==> config.mk <==
export PLATFORM = sky130hd
export DESIGN_NAME = control_unit
export DESIGN_NICKNAME = d
export VERILOG_FILES = /design/src/rtl/cpu_defs_pkg.sv /design/src/rtl/op_decode.sv /design/src/rtl/control_unit.sv
export SDC_FILE = /design/constraint.sdc
export NUM_CORES = 1
export LEC_CHECK = 0
export BUFFER_PORTS_ARGS = -buffer_cell sky130_fd_sc_hd__clkbuf_2
export CAP_MARGIN = 5
export CELL_PAD_IN_SITES_DETAIL_PLACEMENT = 0
export CELL_PAD_IN_SITES_GLOBAL_PLACEMENT = 1
export CORE_ASPECT_RATIO = 1.25
export CORE_MARGIN = 4
export CORE_UTILIZATION = 22
export DETAILED_ROUTE_END_ITERATION = 8
export PLACE_DENSITY = 0.91
export SYNTH_ARGS = -nofsm -noshare
export SYNTH_HDL_FRONTEND = slang
export SYNTH_SLANG_ARGS = --single-unit
==> constraint.sdc <==
create_clock -name clock -period 2.7 [get_ports clock]
set_input_delay 0.27 -clock clock [delete_from_list [all_inputs] [get_ports clock]]
set_output_delay 0.27 -clock clock [all_outputs]
set_load 0.005 [all_outputs]
==> src/rtl/cpu_defs_pkg.sv <==
// Shared definitions for the hardwired control unit.
//   - opcode encodings for the supported instructions
//   - sequencer state enum and instruction-class enum
//   - IR field bit positions
package cpu_defs_pkg;

    // IR field positions
    localparam int unsigned OPC_HI = 31;
    localparam int unsigned OPC_LO = 27;
    localparam int unsigned RA_HI  = 26;
    localparam int unsigned RA_LO  = 23;
    localparam int unsigned RB_HI  = 22;
    localparam int unsigned RB_LO  = 19;
    localparam int unsigned RC_HI  = 18;
    localparam int unsigned RC_LO  = 15;

    // Opcodes
    localparam logic [4:0] OP_ADD  = 5'b00011;
    localparam logic [4:0] OP_SUB  = 5'b00100;
    localparam logic [4:0] OP_AND  = 5'b00101;
    localparam logic [4:0] OP_OR   = 5'b00110;
    localparam logic [4:0] OP_ROR  = 5'b00111;
    localparam logic [4:0] OP_ROL  = 5'b01000;
    localparam logic [4:0] OP_SHR  = 5'b01001;
    localparam logic [4:0] OP_SHRA = 5'b01010;
    localparam logic [4:0] OP_SHL  = 5'b01011;
    localparam logic [4:0] OP_NEG  = 5'b10001;
    localparam logic [4:0] OP_NOT  = 5'b10010;
    localparam logic [4:0] OP_NOP  = 5'b11010;
    localparam logic [4:0] OP_HALT = 5'b11011;

    typedef enum logic [2:0] {
        S_IDLE,
        S_T0,
        S_T1,
        S_T2,
        S_T3,
        S_T4,
        S_T5,
        S_HALT
    } state_t;

    typedef enum logic [2:0] {
        CLS_3R,
        CLS_2R,
        CLS_NOP,
        CLS_HALT,
        CLS_ILL
    } cls_t;

endpackage

==> src/rtl/op_decode.sv <==
// Combinational opcode classifier.
//   opcode : in  5-bit opcode field of the IR
//   cls    : out instruction class (3R, 2R, nop, halt, illegal)
module op_decode
    import cpu_defs_pkg::*;
(
    input  logic [4:0] opcode,
    output cls_t       cls
);

    always_comb begin
        cls = CLS_ILL;
        case (opcode)
            OP_ADD, OP_SUB, OP_AND, OP_OR, OP_ROR,
            OP_ROL, OP_SHR, OP_SHRA, OP_SHL:  cls = CLS_3R;
            OP_NEG, OP_NOT:                   cls = CLS_2R;
            OP_NOP:                           cls = CLS_NOP;
            OP_HALT:                          cls = CLS_HALT;
            default:                          cls = CLS_ILL;
        endcase
    end

endmodule

==> src/rtl/control_unit.sv <==
// Hardwired sequencer: fetch (T0-T2) and execute (T3-T5) for
// register-register ALU instructions, nop and halt.
//   clock, clear    : clock and asynchronous active-high reset
//   ir              : datapath IR contents (opcode in ir[31:27])
//   mem_done        : memory read data valid, ends the T1 wait
//   PCout..Yin      : datapath transfer strobes
//   Gra/Grb/Grc/Rin/Rout : register-file select-and-encode controls
//   alu_op          : opcode during the ALU cycle, else 0
//   run             : high outside IDLE and HALT
//   illegal         : in HALT, set when an unsupported opcode caused it
module control_unit
    import cpu_defs_pkg::*;
(
    input  logic        clock,
    input  logic        clear,
    input  logic [31:0] ir,
    input  logic        mem_done,
    output logic        PCout,
    output logic        IncPC,
    output logic        MARin,
    output logic        Zin,
    output logic        Zlowout,
    output logic        PCin,
    output logic        Read,
    output logic        MDRin,
    output logic        MDRout,
    output logic        IRin,
    output logic        Yin,
    output logic        Gra,
    output logic        Grb,
    output logic        Grc,
    output logic        Rin,
    output logic        Rout,
    output logic [4:0]  alu_op,
    output logic        run,
    output logic        illegal
);

    state_t     state_q;
    logic       illegal_q;
    cls_t       cls;
    logic [4:0] opcode;

    assign opcode = ir[OPC_HI:OPC_LO];

    // Register fields are consumed by the datapath's select-and-encode logic,
    // not by the sequencer.
    logic unused_fields;
    assign unused_fields = ^{ir[RA_HI:RA_LO], ir[RB_HI:RB_LO], ir[RC_HI:RC_LO], ir[RC_LO-1:0]};

    op_decode u_op_decode (
        .opcode (opcode),
        .cls    (cls)
    );

    always_ff @(posedge clock or posedge clear) begin
        if (clear) begin
            state_q   <= S_IDLE;
            illegal_q <= 1'b0;
        end else begin
            case (state_q)
                S_IDLE: state_q <= S_T0;
                S_T0:   state_q <= S_T1;
                S_T1:   if (mem_done) state_q <= S_T2;
                S_T2: begin
                    case (cls)
                        CLS_3R, CLS_2R: state_q <= S_T3;
                        CLS_NOP:        state_q <= S_T0;
                        CLS_HALT: begin
                            state_q   <= S_HALT;
                            illegal_q <= 1'b0;
                        end
                        default: begin
                            state_q   <= S_HALT;
                            illegal_q <= 1'b1;
                        end
                    endcase
                end
                S_T3:   state_q <= S_T4;
                S_T4:   state_q <= (cls == CLS_2R) ? S_T0 : S_T5;
                S_T5:   state_q <= S_T0;
                S_HALT: state_q <= S_HALT;
                default: state_q <= S_IDLE;
            endcase
        end
    end

    // Moore decode; 2R instructions use T3 as their ALU cycle, 3R use T4.
    always_comb begin
        PCout   = 1'b0;
        IncPC   = 1'b0;
        MARin   = 1'b0;
        Zin     = 1'b0;
        Zlowout = 1'b0;
        PCin    = 1'b0;
        Read    = 1'b0;
        MDRin   = 1'b0;
        MDRout  = 1'b0;
        IRin    = 1'b0;
        Yin     = 1'b0;
        Gra     = 1'b0;
        Grb     = 1'b0;
        Grc     = 1'b0;
        Rin     = 1'b0;
        Rout    = 1'b0;
        alu_op  = '0;
        run     = (state_q != S_IDLE) && (state_q != S_HALT);
        illegal = (state_q == S_HALT) && illegal_q;
        case (state_q)
            S_T0: begin
                PCout = 1'b1;
                IncPC = 1'b1;
                Zin   = 1'b1;
                MARin = 1'b1;
            end
            S_T1: begin
                Zlowout = 1'b1;
                PCin    = 1'b1;
                Read    = 1'b1;
                MDRin   = 1'b1;
            end
            S_T2: begin
                MDRout = 1'b1;
                IRin   = 1'b1;
            end
            S_T3: begin
                Grb  = 1'b1;
                Rout = 1'b1;
                if (cls == CLS_2R) begin
                    Zin    = 1'b1;
                    alu_op = opcode;
                end else begin
                    Yin = 1'b1;
                end
            end
            S_T4: begin
                if (cls == CLS_2R) begin
                    Zlowout = 1'b1;
                    Gra     = 1'b1;
                    Rin     = 1'b1;
                end else begin
                    Grc    = 1'b1;
                    Rout   = 1'b1;
                    Zin    = 1'b1;
                    alu_op = opcode;
                end
            end
            S_T5: begin
                Zlowout = 1'b1;
                Gra     = 1'b1;
                Rin     = 1'b1;
            end
            default: ;
        endcase
    end

endmodule
After elaboration in Yosys (flattened, before gate mapping) --
Memory sizes are Yosys's and may differ from the RTL's. Index checks and enable logic that the tools add are counted.
Word-level totals: memories 1, output and inout port bits 23, memory bits (read-only) 96, register bits 4, logic and storage cells 46
Cells by class: reduce and logical (&&, ||, !) cells 10, eq/ne operators 12, bitwise logic cells 1, mux-type cells 20
Memories:
- (no name shown) | words 32, bits a word 3, read ports 1, clocked after memory_dff 0, write ports 0, line op_decode.sv:13 | case (opcode)
Operator list (count):
- $pmux 3 s7 | 1
- $eq 3x2->1 const B | 4
- $eq 3x3->1 const B | 4
- $mux 5 | 2
- $pmux 5 s2 | 1
- $mux 1 | 8
- $pmux 1 s2 | 4
- $eq 3x1->1 const B | 2
- $logic_not 3->1 | 2
- $mux 3 | 2
- $pmux 3 s2 | 1
- $reduce_or 2->1 | 3
- $ne 3x3->1 const B | 1
- $pmux 1 s3 | 1
- $reduce_bool 3->1 | 1
- $reduce_or 3->1 | 1
- $logic_and 1x1->1 | 2
- $ne 2x2->1 const B | 1
- $reduce_and 2->1 | 1
- $not 1->1 | 1

Logic depth before layout (Yosys ltp) --
Gate-level depths: netlist of run 1. An unclocked memory read counts as a cell.
depth after elaboration 5, depth in mapped cells 6

Cells and area by module --
From an unflattened synthesis of run 1, not the netlist that was laid out.
Unflattened totals: cells, all modules 64, area, all modules 495.5 um^2
Modules (own cells, without submodules):
- control_unit | cells an instance 55, times used 1, sequential area each 100.1 um^2, area each 419.2 um^2
- op_decode | cells an instance 9, times used 1, sequential area each 0.0 um^2, area each 76.3 um^2

Worst setup path before layout of run 1 --
OpenSTA, ideal clock, no wires.
path type input port to flip-flop, start point input port ir[27], end point register illegal_q, cell stages on the path 6, arrival time 1.457 ns, path slack 1.117 ns, cells stage by stage ha_1 > and4bb_1 > buf_6 > a211oi_2 > nand2_1 > a221o_1
Between the ends: cells in the longest elaborated chain, start to end 5
RTL lines:
- start, declared | line control_unit.sv:16 | input logic [31:0] ir,
- $mem_v2 32x3 (*)
- $eq 3x1->1, or another cell as far along | line control_unit.sv:66 | case (cls)
- $reduce_or 3->1 (no source line)
- $not 1->1 (no source line)
- $reduce_and 2->1 (no source line)
- end signal, assigned | line control_unit.sv:59 | illegal_q <= 1'b0;
- end signal, assigned | line control_unit.sv:71 | illegal_q <= 1'b0;
- end signal, assigned | line control_unit.sv:75 | illegal_q <= 1'b1;
- end, declared | line control_unit.sv:40 | logic illegal_q;
Every way passes the cells marked *; elsewhere a longest branch is shown, timed or not. A chain may end at the register's enable or synchronous reset.

Final worst setup path of run 1 --
start point input port ir[28], end point output port alu_op[1]
Between the ends: cells in the longest elaborated chain, start to end 4
RTL lines:
- $mem_v2 32x3
- $eq 3x1->1 | line control_unit.sv:129, control_unit.sv:137
- $mux 5 (on tied branches) | line control_unit.sv:137, control_unit.sv:129
- $pmux 5 s2 (*) | line control_unit.sv:109 | case (state_q)
- end, declared | line control_unit.sv:34 | output logic [4:0] alu_op,
Marks and branches as above.

==> results.json, run 1 <==
{
  "status": "finished, final reports clean",
  "hold_viol": 0,
  "grt_pass1_wl_um": 2360,
  "grt_pass1_vias": 560,
  "hold_path_class": "primary input to flip-flop",
  "post_dp_cell_area_um2": 649,
  "power.leakage_nw": 0.365,
  "synthXorXnorAreaFrac": 0.0329,
  "yosysMostFrequentCell": "nor2_1",
  "cts_tree": "yes",
  "cp_common_cell": "clkbuf_2",
  "max_stage_delay_ns": 0.42,
  "insertion_delay_ns": 0.24,
  "pwr-share-seq": 0.285,
  "layout-drive-gt1-share": 0.389,
  "p_int_mw": 0.312,
  "drc": 0,
  "drv_slew": 0,
  "maxCapViolCount": 0,
  "place_congestion": 0.711,
  "critPathMaxFanout": 8,
  "period_needed_ns": 1.93,
  "post_synth_num_cell_types": 31,
  "synthFlopType": "dfrtp_1",
  "synthTopCellsByCount": "9 x nor2_1, 6 x a21oi_1, 6 x buf_4",
  "numPortBuffers": 30,
  "cp_top_family": "simple AND/OR/NAND/NOR gates",
  "grt_max_degree": 18,
  "grt_util_all_layers": 0.0912,
  "share_comb_of_total_power": 0.583,
  "synth_nets": 109,
  "synthTopCellsByArea": "dfrtp_1 19%, buf_4 8.5%, nor2_1 6.4%, a21oi_1 5.6%, and2_1 4.7%",
  "routed_wl_um": 1400,
  "syn_area_um2": 532,
  "ir_drop_uv": 237,
  "clkPwrFrac": 0.132,
  "tightest_slew_ns": 0.507,
  "start_util": 0.235,
  "finalCritPeriodShare": 0.715,
  "synth_enable_flop_cells": 0,
  "setup_viol": 0,
  "diodes": 0,
  "crit_arrival_ns": 1.66,
  "postSynthCellCount": 72,
  "slew_headroom": 0.662,
  "yosysSeqAreaShare": 0.188,
  "net-switching-power_mw": 0.259,
  "htree_num_levels": 1,
  "place_hpwl_um": 1160,
  "fin_worst_skew_ns": 0.00263,
  "fmax_mhz": 518,
  "synth_compound_area_frac": 0.179,
  "die_y_um": 63.0,
  "root_buffer": "clkbuf_4",
  "vias": 582,
  "route.antenna.remaining_nets": 0,
  "cp_data_required_time_ns": 2.43,
  "avgViaCountPerCell": 4.62,
  "synth-simple-area-share": 0.384,
  "cp_cell_sequence": "clkbuf_2, ha_1, and4bb_1, xnor2_1, nor2_1, and2_1, clkbuf_2",
  "fin_area_um2": 682,
  "cts_made_buffers": 3,
  "finalSetupTns_ns": 0,
  "die_w_um": 52.0,
  "first_pass_iters": 4,
  "coreArea_mm2": 0.00226,
  "cellPowerDensity_mw_per_mm2": 836,
  "yosysWarnings": 0,
  "routedWlPerCell_um": 11.1,
  "synth_top_area_share": 0.188,
  "grt_antenna_before_repair": 0,
  "yosysTopAreaCell": "dfrtp_1",
  "synthMuxAreaShare": 0,
  "grt.overflow.total": 0,
  "sw_frac_of_total": 0.453,
  "cts.sinks": 4,
  "ys_ff_latch": 4,
  "rsz0062_at_grt": "no",
  "dieArea_mm2": 0.00327,
  "syn_avg_cell_area_um2": 7.39,
  "final_net_count": 134,
  "clockBufferDepth": 2,
  "path_clk_slew_ns": 0.04,
  "setup.worst_path.class": "primary input to primary output",
  "cts_setup_buffers": 0,
  "synth_fa_ha_area_frac": 0.0471,
  "worstSetupEndpointType": "primary output",
  "synth_top_family_by_area": "simple AND/OR/NAND/NOR gates",
  "boundaryPins": 58,
  "crit_buf_inv": 2,
  "synthArstFlopShare": 1.00,
  "worstSetupStartpointType": "primary input",
  "rows": 19,
  "syn_to_final_growth_pct": 28.2,
  "drt_iter0_markers": 7,
  "critical_path.slowest_cell": "and4bb_1"
}
-- cell families after synthesis --
kind of cell    count (synthesis)
xor+xnor                        2
simple gates                   35
flops                           4
buf+inv                        16
compound gates                 13
fa+ha+maj                       2
-- through the flow --
stage | total power, mW | cells | worst slack [ns] | hold WS (ns) | utilization
final | 0.570 | 126 | 0.770 | 0.302 | 0.302
after global routing | 0.632 | 126 | 0.670 | 0.319 | 0.302
after CTS | 0.578 | 126 | 0.777 | 0.298 | 0.302
after detailed placement | 0.499 | 122 | 0.782 | 0.140 | 0.288
after global placement | 0.489 | 122 | 0.817 | 0.134 | 0.288
after floorplan | 0.385 | 72 | 1.12 | 0.0361 | -
-- area by class of cell --
class | instances | area, um^2
Clock buffer | 3 | 22.5
Timing Repair Buffer | 31 | 160
Inverter | 5 | 18.8
Multi-Input combinational cell | 52 | 342
Sequential cell | 4 | 100
Fill cell | 261 | 1580
Tap cell | 31 | 38.8
-- state kept, by name (all words and copies together), names as in the netlist --
register	count
state_q	3
illegal_q	1
-- worst paths after layout --
kind | start | to | slack (ns) | depth (start not counted)
max | ir[28] | alu_op[1] | 0.77 | 7
min | mem_done | state_q[0]$_DFFE_PP0P_ | 0.30 | 3
max reg2reg | state_q[0]$_DFFE_PP0P_ | illegal_q$_DFFE_PP0P_ | 1.28 | 3
min reg2reg | illegal_q$_DFFE_PP0P_ | illegal_q$_DFFE_PP0P_ | 0.53 | 1
max in group asynchronous | clear | state_q[1]$_DFFE_PP0P_ | 2.11 | 3
min in group asynchronous | clear | state_q[2]$_DFFE_PP0P_ | 0.45 | 3
-- layer usage --
layer	GRT usage	vias to the layer above	wire length, um
met4	0.0590	0	28
met1	0.105	272	572
met2	0.157	19	722
li1	-	288	-
met3	0.00239	3	80
met5	0	-	0
-- repair_timing --
action	CTS	global route
hold endpoints to repair	4	0
gates resized for setup	0	0
hold buffers	1	0
-- cell usage in the layout, fill, tap and decap left out, types with 2 or more instances in the layout --
cell type / instances
nand2b_1: 3
dfrtp_1: 4
a21oi_1: 6
clkbuf_4: 3
nand2_1: 2
and3_1: 3
and2_1: 4
nor3b_1: 2
nor3_1: 3
nand3_1: 2
ha_1: 2
clkbuf_2: 30
nor2_1: 9
inv_1: 5
-- worst register-to-register path: stages (launching register included) --
cell,delay [ns]
dfrtp_1,0.65
nand3_1,0.21
and2_1,0.19
a221o_1,0.25
-- power by group through the flow --
stage          Sequential (mW)  Clock (mW)  Combinational, mW
2_1_floorplan           0.0992           0              0.286
3_3_place_gp             0.158           0              0.331
3_5_place_dp             0.163           0              0.336
4_1_cts                  0.162      0.0772              0.338
5_1_grt                  0.172      0.0811              0.379
6_report                 0.163      0.0750              0.333
Power figures use the tool's default switching activity.
==> run 2: changes to the inputs <==
- CORE_UTILIZATION: 22 -> 20
- PLACE_DENSITY: 0.91 -> 0.84
- clock period: 2.7 -> 1.8 ns (I/O delays scaled with it)
==> run 2 against run 1 <==
- cell count rose by 2.4%
- critical path depth fell by 3
- power rose by 49%
- sequential share of layout area is 0.058 points lower
==> results.json, run 2 (same netlist as run 1, synthesis figures left out) <==
{
  "layout_commonest_cell": "clkbuf_2",
  "clockBufferDepth": 2,
  "layout_setup_ws_ns": 0.136,
  "drv_slew": 0,
  "route.antenna.remaining_nets": 0,
  "finalSetupTns_ns": 0,
  "final_core_util": 0.280,
  "drc": 0,
  "reg_top3": "state_q: 3 flops, illegal_q: 1 flops",
  "layout-drive-gt1-share": 0.406,
  "fin_worst_skew_ns": 0.000133,
  "start_util": 0.215,
  "cp_cell_sequence": "inv_1, nor2_1, and3_2, clkbuf_2",
  "rrSetupSlack_ns": 0.47,
  "rsz0062_at_grt": "no",
  "die_y_um": 65.7,
  "grt_pass1_vias": 485,
  "htree_num_levels": 1,
  "dpl_worst_slack_ns": 0.0553,
  "grt_antenna_before_repair": 0,
  "cts_made_buffers": 3,
  "place_congestion": 0.759,
  "syn_to_final_growth_pct": 30.4,
  "dieArea_mm2": 0.00355,
  "largest_reg_flops": 3,
  "setup.worst_path.class": "flip-flop to primary output",
  "final_cell_mix": "30 x clkbuf_2, 9 x nor2_1, 6 x a21oi_1",
  "worstSetupEndpointType": "primary output",
  "final_net_count": 135,
  "cts_setup_buffers": 0,
  "vias": 562,
  "grt_util_all_layers": 0.0782,
  "finalCritPeriodShare": 0.924,
  "coreArea_mm2": 0.00248,
  "maxCapViolCount": 0,
  "place_hpwl_um": 1110,
  "worstSetupStartpointType": "flip-flop",
  "ir_drop_uv": 472,
  "grt_pass1_wl_um": 2100,
  "boundaryPins": 58,
  "crit_arrival_ns": 1.48,
  "critical_path.slowest_cell": "dfrtp_1",
  "critPathMaxFanout": 13,
  "root_buffer": "clkbuf_4",
  "grt.overflow.total": 0,
  "placed_cells": 125,
  "fmax_mhz": 601,
  "path_clk_slew_ns": 0.04,
  "layout.cells.non_filler": 129,
  "insertion_delay_ns": 0.24,
  "status": "finished, final reports clean",
  "diodes": 0,
  "avgViaCountPerCell": 4.36,
  "setup_viol": 0,
  "hold_path_class": "primary input to flip-flop",
  "fillers": 280,
  "cts_tree": "yes",
  "cts.sinks": 4,
  "first_pass_iters": 4,
  "cellPowerDensity_mw_per_mm2": 1230,
  "period_needed_ns": 1.66,
  "drt_iter0_markers": 8,
  "cp_data_required_time_ns": 1.62,
  "hold_viol": 0,
  "tightest_slew_ns": 0.366,
  "max_stage_delay_ns": 0.55,
  "numPortBuffers": 30,
  "power.leakage_nw": 0.370,
  "largest_register": "state_q",
  "routed_wl_um": 1330,
  "die_w_um": 54.1,
  "grt_max_degree": 18,
  "routedWlPerCell_um": 10.3,
  "slew_headroom": 0.756,
  "rows": 20
}
## run 2: cell types whose count changed in the layout (fill, tap and decap cells not counted), sizes merged
cell and change:
buf +1
## run 2: path summary, 6_finish.rpt
path / end / cells past startpoint / from
setup reg to reg: illegal_q$_DFFE_PP0P_ / 4 / state_q[2]$_DFFE_PP0P_
max in group asynchronous: state_q[0]$_DFFE_PP0P_ / 3 / clear
hold / removal: state_q[0]$_DFFE_PP0P_ / 3 / mem_done
hold reg to reg: illegal_q$_DFFE_PP0P_ / 1 / illegal_q$_DFFE_PP0P_
min in group asynchronous: illegal_q$_DFFE_PP0P_ / 3 / clear
setup / recovery: alu_op[2] / 4 / state_q[2]$_DFFE_PP0P_
## run 2: what timing repair did
action | CTS | global route
gates resized for setup | 0 | 1
setup endpoints to repair | 0 | 2
hold buffers | 1 | 0
hold endpoints to repair | 4 | 0
## run 2: power breakdown
group / switching (mW) / internal, mW / total [mW]
logic: 0.231 / 0.264 / 0.495
registers: 0.110 / 0.133 / 0.243
clock network: 0.0391 / 0.0747 / 0.114
## run 2: worst max-delay path, delay by kind of cell, from the launching register on
family	cells	cell delay [ns]
flops	1	0.55
simple gates	2	0.45
buf+inv	2	0.24
## run 2: per-stage QoR
stage          cell area [um^2]  total power, mW  hold WS (ns)
2_1_floorplan               532            0.578       -0.0539
3_5_place_dp                659            0.742        0.0453
3_3_place_gp                659            0.734        0.0424
5_1_grt                     693            0.949         0.252
6_report                    693            0.852         0.226
4_1_cts                     692            0.864         0.219
## run 2: layer usage
layer,global-route usage,part of all wire,vias to the layer above
met5,0,0,-
met4,0.0467,0.015,0
met3,0.0136,0.062,2
met2,0.109,0.48,23
met1,0.108,0.44,247
li1,-,-,290
## run 2: area by class of cell
| cell class | instances | area [um^2] | area share |
|---|---|---|---|
| multi-input combinational | 52 | 342 | 0.493 |
| timing repair buffer | 32 | 168 | 0.242 |
| sequential | 4 | 101 | 0.146 |
| tap | 33 | 41.3 | 0.0596 |
| clock buffer | 3 | 22.5 | 0.0325 |
| inverter | 5 | 18.8 | 0.0271 |
